==> src/rtl/astro_game_ctrl_pkg.sv <==
// Shared encodings and widths for the astro game-flow controller and its helpers.
package astro_game_ctrl_pkg;

   typedef enum logic [1:0] {
      QI      = 2'b00,
      QGAME_1 = 2'b01,
      QGAME_2 = 2'b10,
      QDONE   = 2'b11
   } state_e;

   localparam int SHOT_W = 4;
   localparam int TGT_W  = 3;
   localparam int BCD_W  = 4;

endpackage

==> src/rtl/astro_game_ctrl_bcd_counter2.sv <==
// Two-digit BCD incrementer that saturates at 99, with a synchronous clear.
// Kept generic so it can also back a high-score register.
module astro_game_ctrl_bcd_counter2
   import astro_game_ctrl_pkg::*;
(
   input  logic             clk_i,
   input  logic             reset_i,
   input  logic             clr_i,
   input  logic             inc_i,
   output logic [BCD_W-1:0] tens_o,
   output logic [BCD_W-1:0] ones_o
);

   logic [BCD_W-1:0] tens_q, tens_d;
   logic [BCD_W-1:0] ones_q, ones_d;
   logic             at_max;

   assign at_max = (tens_q == BCD_W'(9)) && (ones_q == BCD_W'(9));

   always_comb begin
      tens_d = tens_q;
      ones_d = ones_q;
      if (clr_i) begin
         tens_d = '0;
         ones_d = '0;
      end else if (inc_i && !at_max) begin
         if (ones_q == BCD_W'(9)) begin
            ones_d = '0;
            tens_d = tens_q + BCD_W'(1);
         end else begin
            ones_d = ones_q + BCD_W'(1);
         end
      end
   end

   always_ff @(posedge clk_i) begin
      if (reset_i) begin
         tens_q <= '0;
         ones_q <= '0;
      end else begin
         tens_q <= tens_d;
         ones_q <= ones_d;
      end
   end

   assign tens_o = tens_q;
   assign ones_o = ones_q;

endmodule

==> src/rtl/astro_game_ctrl.sv <==
// Game-flow controller: start edge detect, level FSM, shot budget, targets and score.
// Every output is a register; effects show up the cycle after the triggering input.
module astro_game_ctrl
   import astro_game_ctrl_pkg::*;
#(
   parameter int SHOTS_L1   = 8,
   parameter int SHOTS_L2   = 6,
   parameter int TARGETS_L1 = 1,
   parameter int TARGETS_L2 = 2
)(
   input  logic              clk,
   input  logic              reset,
   input  logic              start,
   input  logic              shot_fired,
   input  logic              hit,
   input  logic              bullet_done,
   output logic [1:0]        state,
   output logic              shoot_en,
   output logic              level_load,
   output logic [SHOT_W-1:0] shots_left,
   output logic [TGT_W-1:0]  targets_left,
   output logic [BCD_W-1:0]  score_tens,
   output logic [BCD_W-1:0]  score_ones,
   output logic              won
);

   state_e            state_q, state_d;
   logic              start_q;
   logic [SHOT_W-1:0] shots_q, shots_d;
   logic [TGT_W-1:0]  tgt_q, tgt_d;
   logic              won_q, won_d;
   logic              load_q, load_d;
   logic              en_q, en_d;
   logic              score_clr, score_inc;
   logic              start_rise, clear;

   assign start_rise = start & ~start_q;
   assign clear      = hit && (tgt_q == TGT_W'(1));

   always_comb begin
      state_d   = state_q;
      shots_d   = shots_q;
      tgt_d     = tgt_q;
      won_d     = won_q;
      load_d    = 1'b0;
      score_clr = 1'b0;
      score_inc = 1'b0;
      unique case (state_q)
         QI: begin
            if (start_rise) begin
               state_d   = QGAME_1;
               shots_d   = SHOT_W'(SHOTS_L1);
               tgt_d     = TGT_W'(TARGETS_L1);
               won_d     = 1'b0;
               load_d    = 1'b1;
               score_clr = 1'b1;
            end
         end
         QGAME_1, QGAME_2: begin
            if (shot_fired && shots_q != '0) shots_d = shots_q - SHOT_W'(1);
            if (hit) begin
               score_inc = 1'b1;
               if (tgt_q != '0) tgt_d = tgt_q - TGT_W'(1);
            end
            // A clearing hit outranks a loss; loss uses the pre-decrement budget.
            if (clear) begin
               if (state_q == QGAME_1) begin
                  state_d = QGAME_2;
                  shots_d = SHOT_W'(SHOTS_L2);
                  tgt_d   = TGT_W'(TARGETS_L2);
                  load_d  = 1'b1;
               end else begin
                  state_d = QDONE;
                  won_d   = 1'b1;
               end
            end else if (bullet_done && shots_q == '0) begin
               state_d = QDONE;
               won_d   = 1'b0;
            end
         end
         QDONE: begin
            if (!start) state_d = QI;
         end
         default: state_d = QI;
      endcase
      en_d = ((state_d == QGAME_1) || (state_d == QGAME_2)) && (shots_d != '0);
   end

   always_ff @(posedge clk) begin
      start_q <= start;
      if (reset) begin
         state_q <= QI;
         shots_q <= '0;
         tgt_q   <= '0;
         won_q   <= 1'b0;
         load_q  <= 1'b0;
         en_q    <= 1'b0;
      end else begin
         state_q <= state_d;
         shots_q <= shots_d;
         tgt_q   <= tgt_d;
         won_q   <= won_d;
         load_q  <= load_d;
         en_q    <= en_d;
      end
   end

   astro_game_ctrl_bcd_counter2 u_score (
      .clk_i   (clk),
      .reset_i (reset),
      .clr_i   (score_clr),
      .inc_i   (score_inc),
      .tens_o  (score_tens),
      .ones_o  (score_ones)
   );

   assign state        = state_q;
   assign shoot_en     = en_q;
   assign level_load   = load_q;
   assign shots_left   = shots_q;
   assign targets_left = tgt_q;
   assign won          = won_q;

endmodule
==> config.mk <==
export PLATFORM = sky130hd
export DESIGN_NAME = astro_game_ctrl
export DESIGN_NICKNAME = d
export VERILOG_FILES = /design/src/rtl/astro_game_ctrl_pkg.sv /design/src/rtl/astro_game_ctrl_bcd_counter2.sv /design/src/rtl/astro_game_ctrl.sv
export SDC_FILE = /design/constraint.sdc
export NUM_CORES = 1
export LEC_CHECK = 0
export ABC_AREA = 1
export CAP_MARGIN = 20
export CORE_UTILIZATION = 50
export DETAILED_ROUTE_END_ITERATION = 12
export GPL_ROUTABILITY_DRIVEN = 0
export GPL_TIMING_DRIVEN = 0
export MAX_ROUTING_LAYER = met4
export PLACE_DENSITY = 0.88
export REMOVE_ABC_BUFFERS = 1
export SLEW_MARGIN = 15
export SYNTH_ARGS = -nofsm -noshare
export SYNTH_HDL_FRONTEND = slang
export SYNTH_SLANG_ARGS = --single-unit
==> constraint.sdc <==
create_clock -name clk -period 1.65 [get_ports clk]
set_input_delay 0.2475 -clock clk [delete_from_list [all_inputs] [get_ports clk]]
set_output_delay 0.2475 -clock clk [all_outputs]
set_load 0.02 [all_outputs]
* Word level (Yosys, flattened, before mapping)
Cells that the tools add are included.
** Operators by class
- Add/subtract/negate cells :: 4
- Equality and inequality tests :: 11
- Multiplexer cells :: 30
- Bitwise logic cells :: 2
- Reductions and logical operators :: 19
** Operators with widths (count)
- 4-bit 2-to-1 mux :: 5
- 3-bit 2-to-1 mux :: 5
- 1-bit 2-to-1 mux :: 11
- 4-bit by 1-bit adder with 4-bit output, second input constant :: 2
- 4-bit == test, second input constant :: 2
- 2-bit 2-to-1 mux :: 4
- 4-bit one-hot mux with 2 select lines :: 1
- 4-bit nonzero test :: 2
- 2-bit == test, second input constant :: 3
- 1-bit logical AND :: 6
- 3-bit inequality test, second input constant :: 2
- 2-bit one-hot mux with 3 select lines :: 1
- 3-bit one-hot mux with 2 select lines :: 1
- 2-bit by 1-bit == test with 1-bit output, second input constant :: 2
- 4-bit zero test :: 1
- 1-bit one-hot mux with 2 select lines :: 2
- 2-bit AND reduction :: 2
- 4-bit AND reduction :: 1
- 2-bit OR reduction :: 2
- 4-bit by 1-bit subtractor with 4-bit output, second input constant :: 1
- 3-bit by 1-bit == test with 1-bit output, second input constant :: 1
- 3-bit nonzero test :: 1
- 3-bit by 1-bit subtractor with 3-bit output, second input constant :: 1
- 2-bit zero test :: 1
- 6 further kinds :: 6
** Storage, ports and cells
- Flip-flop bits (word level) :: 21
- Bits of input ports :: 6
- Output and inout port bits :: 20
- Word-level logic and storage cells :: 75

* Depth between registers and ports, before layout
Gate-level depths: netlist of the first run.
- Word-level depth :: 8
- Gate-level depth with buffers :: 12
- Depth with buffers taken out :: 12

* By module
Synthesis of the first run repeated with hierarchy kept, for this count alone.
** Unflattened totals
- Cell total of the unflattened synthesis :: 211
- Area total of the unflattened synthesis :: 1378.8 µm²
** By module, submodules not included
- astro_game_ctrl :: instances 1, cells an instance 148, area an instance 924.6 µm², seq. area each 260.2 µm²
- astro_game_ctrl_bcd_counter2 :: instances 1, cells an instance 63, area an instance 454.2 µm², seq. area each 160.2 µm²

* Worst setup path before layout of the first run
OpenSTA, ideal clock, no wires.
- Kind :: reg-to-reg
- Start :: reg state_q[0] (netlist: state[0])
- End :: reg tgt_q[2] (netlist: targets_left[2])
- Library setup time :: 0.071 ns
- Arrival time :: 1.575 ns
- Data required time :: 1.579 ns
- Setup slack :: 0.004 ns
- Stages on the path, launching flop included :: 7
- Path buffers :: 0
- Period minus slack after synthesis :: 1.646 ns
- Cells stage by stage :: dfxtp_1 > inv_1 > ha_1 > inv_1 > o21ai_1 > or2_2 > a21oi_1
** On the way
- Word-level cells in the longest chain between the ends :: 4
- Elaborated cells on any way between the ends :: 10
- Classes of those cells :: eq/ne (3); mux (3); reduce/logical (4)
** RTL lines
- start: declaration :: RTL line astro_game_ctrl.sv:27 : state_e state_q, state_d;
- start signal: assignment :: RTL line astro_game_ctrl.sv:99 : state_q <= state_d;
- 2-bit by 1-bit == test with 1-bit output / 2-bit == test (equally long branches) :: RTL line astro_game_ctrl.sv:48, astro_game_ctrl.sv:67
- 3-bit 2-to-1 mux / 2-bit OR reduction (equally long branches) :: RTL line astro_game_ctrl.sv:67, astro_game_ctrl.sv:48
- 3-bit 2-to-1 mux / 2-bit nonzero test (equally long branches)
- 3-bit one-hot mux with 2 select lines / 2-bit AND reduction (equally long branches)
- end signal: assignment :: RTL line astro_game_ctrl.sv:101 : tgt_q <= tgt_d;
- end: declaration :: RTL line astro_game_ctrl.sv:30 : logic [TGT_W-1:0] tgt_q, tgt_d;
Parallel ways exist; a longest one is shown, timed or not.
A chain may end at the register's enable or synchronous reset.

* Worst setup path after layout of the first run
- Start :: reg u_score.tens_q[1] (netlist: u_score.tens_o[1])
- End :: out score_tens[1]
** RTL lines
- start: declaration :: RTL line astro_game_ctrl_bcd_counter2.sv:14 : logic [BCD_W-1:0] tens_q, tens_d;
- start signal: assignment :: RTL line astro_game_ctrl_bcd_counter2.sv:41 : tens_q <= tens_d;
- end: declaration :: RTL line astro_game_ctrl.sv:22 : output logic [BCD_W-1:0] score_tens,
No word-level cell between the ends.

==> results of run 1 <==
cell usage after synthesis, types with 2 or more instances:
cell type  number
nand2_1        52
inv_1          31
dfxtp_1        21
nor2_1         20
nand3_1        16
a21oi_1        14
ha_1            9
o21ai_0         8
nor3_1          4
nor2_2          3
inv_2           2
nand4_1         2
nand4_2         2
o21ai_1         2
timing repair:
action / in CTS / in global routing
gates resized for setup: 2 / 17
endpoints found under the setup margin: 4 / 10
pin swaps: 0 / 5
hold buffers: 0 / 0
buffers inserted: 0 / 1
report_power, final:
part | switching (uW) | internal [uW] | total (uW)
Clock | 152 | 94.4 | 246
Sequential | 32.3 | 544 | 576
Combinational | 304 | 206 | 509
Total | 488 | 844 | 1330
layer usage:
layer,GRT usage,up-vias,share of wire
met1,0.291,572,0.49
li1,-,685,-
met3,0.0522,4,0.031
met5,-,-,0
met2,0.357,24,0.46
met4,0.0526,0,0.011
layout make-up:
type | instances | share of cell area
sequential | 21 | 0.258
timing repair buffer | 26 | 0.159
multi-input combinational | 141 | 0.466
inverter | 33 | 0.0785
tap | 30 | 0.0227
clock buffer | 4 | 0.0159
metrics by stage:
step | cells | hold WS [ns]
after floorplan | 195 | 0.275
after global placement | 250 | 0.440
after detailed placement | 250 | 0.465
after CTS | 254 | 0.434
after global routing | 255 | 0.437
final | 255 | 0.437
cell families after synthesis:
kind of cell / count (synthesis)
AOI/OAI and AO/OA: 30
adders and majority gates: 9
buffers and inverters: 34
DFF: 21
and+or+nand+nor: 102
registers in the layout, indices dropped and copies added, names as in the netlist:
register,count
shoot_en,1
u_score.tens_o,4
u_score.ones_o,4
targets_left,3
level_load,1
start_q,1
state,2
shots_left,4
won,1
worst paths after layout:
path	startpoint	end	slack [ns]	cells after the start
worst max-delay path	u_score.tens_o[1]	score_tens[1]	0.04	1
worst min-delay path	start	start_q	0.44	1
worst max register to register	state[0]	shoot_en	0.09	10
worst min register to register	won	won	0.47	2
cells in the final DEF (no fill, tap or decap), drive strengths merged:
cell | Yosys | final
dlymetal6s2s | 0 | 2
dfxtp | 21 | 21
a31o | 1 | 1
nand3 | 17 | 17
o21ai | 10 | 10
buf | 0 | 1
a221oi | 1 | 1
o211ai | 1 | 1
or2 | 2 | 2
nand4 | 4 | 4
ha | 9 | 9
clkinvlp | 0 | 1
a211oi | 1 | 1
nor2 | 23 | 23
a21oi | 15 | 15
nand2 | 52 | 52
clkbuf | 1 | 4
nor3 | 4 | 4
a21boi | 1 | 1
inv | 33 | 32
clkdlybuf4s50 | 0 | 23
==> summary.md, run 1 <==
| Metric | Value |
|---|---|
| Clk slew on worst S/H paths | 0.12 ns |
| Area leader, netlist | dfxtp_1 |
| Number of CTS-inserted buffers | 3 |
| Storage element area | 428 um2 |
| Multi-input gate area | 772 um2 |
| Layout cell share with drive strength beyond 1 | 0.138 |
| Minimum clock period | 1.61 ns |
| Synth Area in XOR/XNOR | 0 |
| Drt via density | 5.04 |
| Post-Synth Simple-Gate Area | 0.350 |
| Largest net degree at the start of global routing | 12 |
| DR vias | 1285 |
| Cells after synthesis | a little under 200 |
| TNS Setup | 0 ns |
| Nets@finish | 241 |
| Synth top area share | 0.327 |
| Critical path's top delay family | buffers and inverters |
| Die span in x | 52.7 um |
| Period utilization | 0.975 |
| Clk sinks | 21 |
| FMAX | a little over 600 MHz |
| Sequential share of the synthesized area | 0.327 |
| Layout area overhead | 28.9% |
| Final WS setup | just over 0.04 ns |
| Post-DP HPWL | between 2 and 2.5 mm |
| Post-DP Area | 0.00157 mm2 |
| Crit-path cells | clkdlybuf4s50_1 |
| Status | completed |
| Post-layout util | 0.675 |
| Post-route DRC | 0 |
| Synthesis warning total | 0 |
| Slowest-stage cell, CP | clkdlybuf4s50_1 |
| Clock Path Buffers | 2 |
| Die H | 52.7 um |
| Synth Flop Type | dfxtp_1 |
| Ports | 26 |
| Critical path launch point type | flip-flop |
| Grt ovf | 0 |
| Root Buffer | clkbuf_4 |
| CTS tree | built |
| Core area | 0.00245 mm2 |
| Worst Path Buf+Inv | 1 |
| Gr usage total | 0.226 |
| Async SR Flop Fraction | 0 |
| #FFs+latches synth | 21 |
| Drt wl/cell | between 10 and 15 um |
| Synth Area per Inst | about 6.6 um2 |
| Initial antenna violation count | 0 |
| Crit. End Element | output pin |
| EDFF count, synth | 0 |
| Synth Area in Compound Gates | 0.136 |
| N_diodes | 0 |
| Maximum vdd drop | 0.611 mV |
| Post-synthesis mux area share | 0 |
| TritonRoute pass-1 iters | 4 |
| H-Tree Depth | 1 |
| DR iter-0 viols | 15 |
| Synth Area in Adders | 0.0876 |
| Antenna viol nets, final | 0 |
| Pwr/cell area | 804 mW/mm2 |
| Initial Util | 0.523 |
| Die ar. | between 0.002 and 0.003 mm2 |
| Clock Latency Late Sink | 0.31 ns |
| Final Cell Area | 0.00166 mm2 |
| IO buf count | 25 |
| Synth top area cells | dfxtp_1, nand2_1, inv_1, ha_1, nand3_1 |
| RSZ-0062 raised after global routing | yes |
| Placement Setup Slack | -0.0797 ns |
| Maxcap violations | 0 |
| Clk_skew | 0.00996 ns |
| Final hold viol count | 0 |
| Final setup viols | 0 |
| Lkg Pwr | between 0.0007 and 0.0008 uW |
| Least-Margin Pin Slew | 0.440 ns |
| Kind of critical path | flip-flop to output pin |
| Fillers | about 210 |
| FP Rows | 18 |
| Fin. max-slew vios | 0 |
| Number of library cell types mapped by synthesis | 24 |
| First-pass GRT wire length | 4.60 mm |
| Peak per-stage delay on the critical path | 0.63 ns |
| Final wirelength | 2.74 mm |
| Largest family of logic cells by synthesized area | simple AND/OR/NAND/NOR gates |
| Vias in the first global route | 1128 |
| Tot Pwr | between 1000 and 1500 uW |
| Req. time, crit path | 1.40 ns |
| CP Max Fanout | 4 |
| Critical Path AT | around 1.4 ns |
| Hold Crit Class | input pin to flip-flop |
| Mapped Area | 0.00128 mm2 |
| Relative slew slack | 0.706 |
Note: power is estimated with default switching activity, not from simulation.
==> run 2, diff against run 1 <==
--- a/config.mk
+++ b/config.mk
@@ -7,14 +7,14 @@
 export LEC_CHECK = 0
 export ABC_AREA = 1
 export CAP_MARGIN = 20
-export CORE_UTILIZATION = 50
+export CORE_UTILIZATION = 54
 export DETAILED_ROUTE_END_ITERATION = 12
 export GPL_ROUTABILITY_DRIVEN = 0
 export GPL_TIMING_DRIVEN = 0
 export MAX_ROUTING_LAYER = met4
-export PLACE_DENSITY = 0.88
+export PLACE_DENSITY = 0.93
 export REMOVE_ABC_BUFFERS = 1
-export SLEW_MARGIN = 15
+export SLEW_MARGIN = 10
 export SYNTH_ARGS = -nofsm -noshare
 export SYNTH_HDL_FRONTEND = slang
 export SYNTH_SLANG_ARGS = --single-unit
==> constraint.sdc (replaced) <==
create_clock -name clk -period 2.1 [get_ports clk]
set_input_delay 0.315 -clock clk [delete_from_list [all_inputs] [get_ports clk]]
set_output_delay 0.315 -clock clk [all_outputs]
set_load 0.02 [all_outputs]
==> run 2 against run 1 <==
Against the previous run:
- sequential share of layout area grew 0.56 points
- highest routed layer unchanged
- via count up 0.16%
- sequential power shrank 22%
- wire length shrank 1.9%
- worst hold slack better by 0.029 ns
- non-clock buffer count fell by 1
- clock skew is 0.00088 ns lower
- global-route usage increased by 2.1 points
- core utilization grew 3.8 points
- final area fell by 3.9%
==> summary.md, run 2 (same netlist as run 1, synthesis figures left out) <==
| Metric | Value |
|---|---|
| Crit. End Element | flip-flop (was output pin) |
| Req. time, crit path | 2.31 ns (was 1.40 ns) |
| Fin. max-slew vios | 0 (unchanged) |
| Vias in the first global route | 1091 (was 1128) |
| FMAX | 581 MHz |
| FP Rows | 17 (was 18) |
| Hold Crit Depth | 2 (was 1) |
| Drt via density | 5.11 (was 5.04) |
| Die H | 50.8 um (was 52.7 um) |
| H-Tree Depth | 1 (unchanged) |
| Clk slew on worst S/H paths | 0.11 ns (was 0.12 ns) |
| Layout cell share with drive strength beyond 1 | 0.0670 (was 0.138) |
| Ports | 26 (unchanged) |
| Worst Reg-to-Reg Cells | 7 (was 10) |
| Hold Crit Class | flip-flop to flip-flop (was input pin to flip-flop) |
| Final hold viol count | 0 (unchanged) |
| TNS Setup | 0 ns (unchanged) |
| Die ar. | 0.00258 mm2 (was 0.00278 mm2) |
| Grt met2 use | 0.376 (was 0.357) |
| Global Route met1 Usage | 0.320 (was 0.291) |
| Post-DP HPWL | 2.09 mm (was 2.07 mm) |
| Post-CTS setup buffers | 0 (unchanged) |
| Core area | 0.00223 mm2 (was 0.00245 mm2) |
| CP Launch Point | state[0] (was u_score.tens_o[1]) |
| Gr usage total | 0.247 (was 0.226) |
| First-pass GRT wire length | 4.67 mm (was 4.60 mm) |
| Critical path launch point type | flip-flop (unchanged) |
| Root Buffer | clkbuf_4 (unchanged) |
| Pwr/cell area | 634 mW/mm2 (was 804 mW/mm2) |
| Final wirelength | 2.69 mm (was 2.74 mm) |
| Die span in x | 50.8 um (was 52.7 um) |
| Commonest non-fill, non-tap cell in the layout | nand2_1 (unchanged) |
| Reg2reg start | state[0] (unchanged) |
| DR vias | 1287 (was 1285) |
| Final Cell Area | 0.00159 mm2 (was 0.00166 mm2) |
| Kind of critical path | flip-flop to flip-flop (was flip-flop to output pin) |
| Initial Util | 0.575 (was 0.523) |
| Status | completed (unchanged) |
| RSZ-0062 raised after global routing | no (was yes) |
| Final setup viols | 0 (unchanged) |
| Critical Path AT | 1.93 ns (was 1.36 ns) |
| Period utilization | 0.820 |
| Antenna viol nets, final | 0 (unchanged) |
| Lkg Pwr | 0.000709 uW (was 0.000754 uW) |
| Clk_skew | 0.00908 ns (was 0.00996 ns) |
| Commonest non-fill, non-tap cells in the layout | nand2_1, inv_1, clkdlybuf4s50_1 (unchanged) |
| Most used routing layer | met2 (unchanged) |
| DR iter-0 viols | 46 (was 15) |
| Relative slew slack | 0.717 (was 0.706) |
| Largest net degree at the start of global routing | 12 (unchanged) |
| Min-delay src | won (was start) |
| CTS tree | built (unchanged) |
| Layout area overhead | 24.0% (was 28.9%) |
| Post-DP Area | 0.00157 mm2 (about the same) |
| Maximum vdd drop | 0.685 mV (was 0.611 mV) |
| Tot Pwr | 1010 uW (was 1330 uW) |
| Drt wl/cell | 10.7 um (about the same) |
| N_diodes | 0 (unchanged) |
| IO buf count | 25 (unchanged) |
| TritonRoute pass-1 iters | 4 (unchanged) |
| Cts repair resizes | 0 (was 2) |
| M3 GR Usage | 0.0545 (was 0.0522) |
| CP Max Fanout | 7 (was 4) |
| Post-route DRC | 0 (unchanged) |
| Maxcap violations | 0 (unchanged) |
| Grt ovf | 0 (unchanged) |
| Minimum clock period | 1.72 ns |
| Clock Latency Late Sink | 0.31 ns (about the same) |
| Number of CTS-inserted buffers | 3 (unchanged) |
| Post-layout util | 0.713 (was 0.675) |
| Initial antenna violation count | 0 (unchanged) |
| Clock Path Buffers | 2 (unchanged) |
| Nets@finish | 240 (was 241) |
| Clk sinks | 21 (unchanged) |
| Hold-fix buffers at CTS | 0 (unchanged) |
| Fillers | 202 (was 212) |
| Least-Margin Pin Slew | 0.422 ns (was 0.440 ns) |
[run 2: changes by cell type in the layout (fill, tap and decap cells not counted), sizes merged]
cell           change
clkdlybuf4s50      +2
buf                -1
inv                +1
dlymetal6s2s       -2
clkinvlp           -1
[run 2: path summary, 6_finish.rpt]
check        endpoint  slack [ns]
max               won        0.38
min               won        0.47
max reg2reg       won        0.38
min reg2reg       won        0.47
[run 2: critical path: stages, from the launching register on]
cell and delay (ns):
dfxtp_1 0.41, inv_1 0.11, ha_1 0.38, inv_1 0.14, o21ai_1 0.23, o211ai_1 0.15, o21ai_0 0.16, a21oi_1 0.05
[run 2: per-layer routing]
layer | wire [um] | part of all wire
met3 | 165 | 0.061
met2 | 1220 | 0.45
met1 | 1260 | 0.47
met4 | 40 | 0.015
met5 | 0 | 0
[run 2: final cells by class]
| class | instances | area (um2) | area share |
|---|---|---|---|
| Multi-Input combinational cell | 141 | 737 | 0.463 |
| Sequential cell | 21 | 420 | 0.264 |
| Timing Repair Buffer | 25 | 250 | 0.157 |
| Inverter | 33 | 124 | 0.0778 |
| Tap cell | 28 | 35.0 | 0.0220 |
| Clock buffer | 4 | 26.3 | 0.0165 |
[run 2: where the power goes]
part | switching, uW | internal, uW | total [uW]
clock network | 119 | 74.3 | 194
registers | 23.2 | 425 | 448
logic | 227 | 140 | 368
total | 370 | 639 | 1010
[run 2: stage by stage]
stage                     setup WS, ns  hold WS, ns  instances
after global routing             0.179        0.496        252
final                            0.378        0.466        252
after CTS                        0.391        0.466        252
after floorplan                  0.455        0.343        195
after detailed placement         0.257        0.448        248
after global placement           0.307        0.438        248
==> run 3, diff against run 2 <==
--- a/config.mk
+++ b/config.mk
@@ -7,12 +7,12 @@
 export LEC_CHECK = 0
 export ABC_AREA = 1
 export CAP_MARGIN = 20
-export CORE_UTILIZATION = 54
+export CORE_UTILIZATION = 45
 export DETAILED_ROUTE_END_ITERATION = 12
 export GPL_ROUTABILITY_DRIVEN = 0
 export GPL_TIMING_DRIVEN = 0
 export MAX_ROUTING_LAYER = met4
-export PLACE_DENSITY = 0.93
+export PLACE_DENSITY = 0.84
 export REMOVE_ABC_BUFFERS = 1
 export SLEW_MARGIN = 10
 export SYNTH_ARGS = -nofsm -noshare
==> constraint.sdc (replaced) <==
create_clock -name clk -period 1.55 [get_ports clk]
set_input_delay 0.2325 -clock clk [delete_from_list [all_inputs] [get_ports clk]]
set_output_delay 0.2325 -clock clk [all_outputs]
set_load 0.02 [all_outputs]
==> run 3 against run 2 <==
Against the previous run:
- register-to-register slack got worse by 0.38 ns
- non-clock buffer count rose by 4
- core utilization fell by 9.2 points
- final area rose by 6.7%
- sequential share of layout area fell by 1.2 points
- clock power rose by 44%
- sequential power rose by 37%
- critical endpoint is now shoot_en
- largest power group unchanged
==> summary.md, run 3 (same netlist as run 1, synthesis figures left out) <==
| Metric | Value |
|---|---|
| CP Launch Point | state[0] (unchanged) |
| Critical Path AT | 1.81 ns (was 1.93 ns) |
| Slowest-stage cell, CP | dfxtp_4 (was dfxtp_1) |
| Fillers | 244 (was 202) |
| TritonRoute pass-1 iters | 4 (unchanged) |
| Root Buffer | clkbuf_4 (unchanged) |
| Peak per-stage delay on the critical path | 0.40 ns (was 0.41 ns) |
| Commonest non-fill, non-tap cell in the layout | nand2_1 (unchanged) |
| Grt ovf | 0 (unchanged) |
| Gr usage total | 0.197 (was 0.247) |
| Min-delay src | start (was won) |
| Critical path's top delay family | simple AND/OR/NAND/NOR gates (was compound AO/OA/AOI/OAI gates) |
| Period utilization | 0.999 (was 0.820) |
| CP Max Fanout | 7 (unchanged) |
| Final wirelength | 2.77 mm (was 2.69 mm) |
| Clk sinks | 21 (unchanged) |
| RSZ-0062 raised after global routing | yes (was no) |
| Clock Path Buffers | 2 (unchanged) |
| Minimum clock period | 1.55 ns (was 1.72 ns) |
| Lkg Pwr | 0.000857 uW (was 0.000709 uW) |
| Fin. max-slew vios | 0 (unchanged) |
| Clock Latency Late Sink | 0.32 ns (was 0.31 ns) |
| Pwr/cell area | 860 mW/mm2 (was 634 mW/mm2) |
| Final hold viol count | 0 (unchanged) |
| DR vias | 1311 (was 1287) |
| Drt wl/cell | 10.7 um (about the same) |
| Kind of critical path | flip-flop to flip-flop (unchanged) |
| FP Rows | 19 (was 17) |
| First-pass GRT wire length | 4.71 mm (was 4.67 mm) |
| Drt via density | 5.06 (was 5.11) |
| Req. time, crit path | 1.81 ns (was 2.31 ns) |
| Ports | 26 (unchanged) |
| Placement Setup Slack | -0.175 ns (was 0.257 ns) |
| DR iter-0 viols | 19 (was 46) |
| Relative slew slack | 0.704 (was 0.717) |
| Die H | 55.4 um (was 50.8 um) |
| Hold WS | 0.403 ns (was 0.466 ns) |
| Die ar. | 0.00307 mm2 (was 0.00258 mm2) |
| Layout area overhead | 32.2% (was 24.0%) |
| Die span in x | 55.4 um (was 50.8 um) |
| Critical path launch point type | flip-flop (unchanged) |
| Most common cell on crit path | nand2_1 (was inv_1) |
| Vias in the first global route | 1142 (was 1091) |
| Maxcap violations | 0 (unchanged) |
| Post-DP HPWL | 2.01 mm (was 2.09 mm) |
| Reg2reg start | state[0] (unchanged) |
| Crit. End Element | flip-flop (unchanged) |
| Final WS setup | 0.00184 ns (was 0.378 ns) |
| Largest net degree at the start of global routing | 13 (was 12) |
| Post-route DRC | 0 (unchanged) |
| Nets@finish | 244 (was 240) |
| N_diodes | 0 (unchanged) |
| Core area | 0.00273 mm2 (was 0.00223 mm2) |
| Initial antenna violation count | 0 (unchanged) |
| Clk slew on worst S/H paths | 0.12 ns (was 0.11 ns) |
| CTS tree | built (unchanged) |
| H-Tree Depth | 1 (unchanged) |
| Number of CTS-inserted buffers | 3 (unchanged) |
| FMAX | 646 MHz (was 581 MHz) |
| Maximum vdd drop | 0.675 mV (was 0.685 mV) |
| Clk_skew | 0.00293 ns (was 0.00908 ns) |
| Initial Util | 0.470 (was 0.575) |
| Hold Crit Class | input pin to flip-flop (was flip-flop to flip-flop) |
| Worst Reg-to-Reg Cells | 10 (was 7) |
| Antenna viol nets, final | 0 (unchanged) |
| Status | completed (unchanged) |
| Crit-path cells | inv_4 > ha_4 > clkinvlp_4 > nor2_2 > nand2_1 > nand2_1 > nand3_2 > nand2_1 > nand3_1 > nor2_1 (was inv_1 > ha_1 > inv_1 > o21ai_1 > o211ai_1 > o21ai_0 > a21oi_1) |
| Stages on worst setup path | 10 (was 7) |
| IO buf count | 25 (unchanged) |
| Least-Margin Pin Slew | 0.443 ns (was 0.422 ns) |
| Layout cell share with drive strength beyond 1 | 0.171 (was 0.0670) |
| Final setup viols | 0 (unchanged) |
| Commonest non-fill, non-tap cells in the layout | nand2_1, inv_1, dfxtp_1 (was nand2_1, inv_1, clkdlybuf4s50_1) |
| Hold Crit Depth | 1 (was 2) |
| Worst Path Buf+Inv | 2 (unchanged) |
run 3: area by class of cell:
| cell class | instances | area, um2 | share of cell area |
|---|---|---|---|
| tap | 31 | 38.8 | 0.0228 |
| timing repair buffer | 29 | 279 | 0.164 |
| sequential | 21 | 428 | 0.252 |
| inverter | 33 | 130 | 0.0766 |
| multi-input combinational | 141 | 796 | 0.468 |
| clock buffer | 3 | 22.5 | 0.0133 |
| clock inverter | 1 | 5.00 | 0.00295 |
run 3: what timing repair did:
item                                    CTS  global route
endpoints found under the setup margin   23            14
buffers inserted                          3             1
pin swaps                                 1             7
gates resized for setup                  22            19
hold buffers                              0             0
run 3: path summary, 6_finish.rpt:
kind	to	slack (ns)
setup reg to reg	shoot_en	0.002
hold / removal	start_q	0.40
setup / recovery	shoot_en	0.002
hold reg to reg	won	0.46
run 3: routing by layer:
metal | global-route usage | part of all wire | up-vias
met5 | - | 0 | -
met4 | 0.0857 | 0.017 | 0
met3 | 0.0375 | 0.029 | 5
met2 | 0.312 | 0.47 | 22
met1 | 0.245 | 0.48 | 582
li1 | - | - | 702
run 3: stage by stage:
| step | power, uW | utilization | setup TNS, ns | std cells | instance area, um2 |
|---|---|---|---|---|---|
| 2_1_floorplan | 953 | - | -0.330 | 195 | 1280 |
| 3_3_place_gp | 1090 | 0.574 | -1.03 | 251 | 1570 |
| 3_5_place_dp | 1100 | 0.574 | -1.36 | 251 | 1570 |
| 4_1_cts | 1430 | 0.602 | 0 | 258 | 1650 |
| 5_1_grt | 1560 | 0.622 | -0.327 | 259 | 1700 |
| 6_report | 1460 | 0.622 | 0 | 259 | 1700 |
run 3: power by group:
part / internal [uW] / switching, uW / leakage, uW
Sequential: 579 / 33.3 / 0.000173
Clock: 96.7 / 183 / 0.0000177
Combinational: 229 / 340 / 0.000666
Total: 904 / 556 / 0.000857
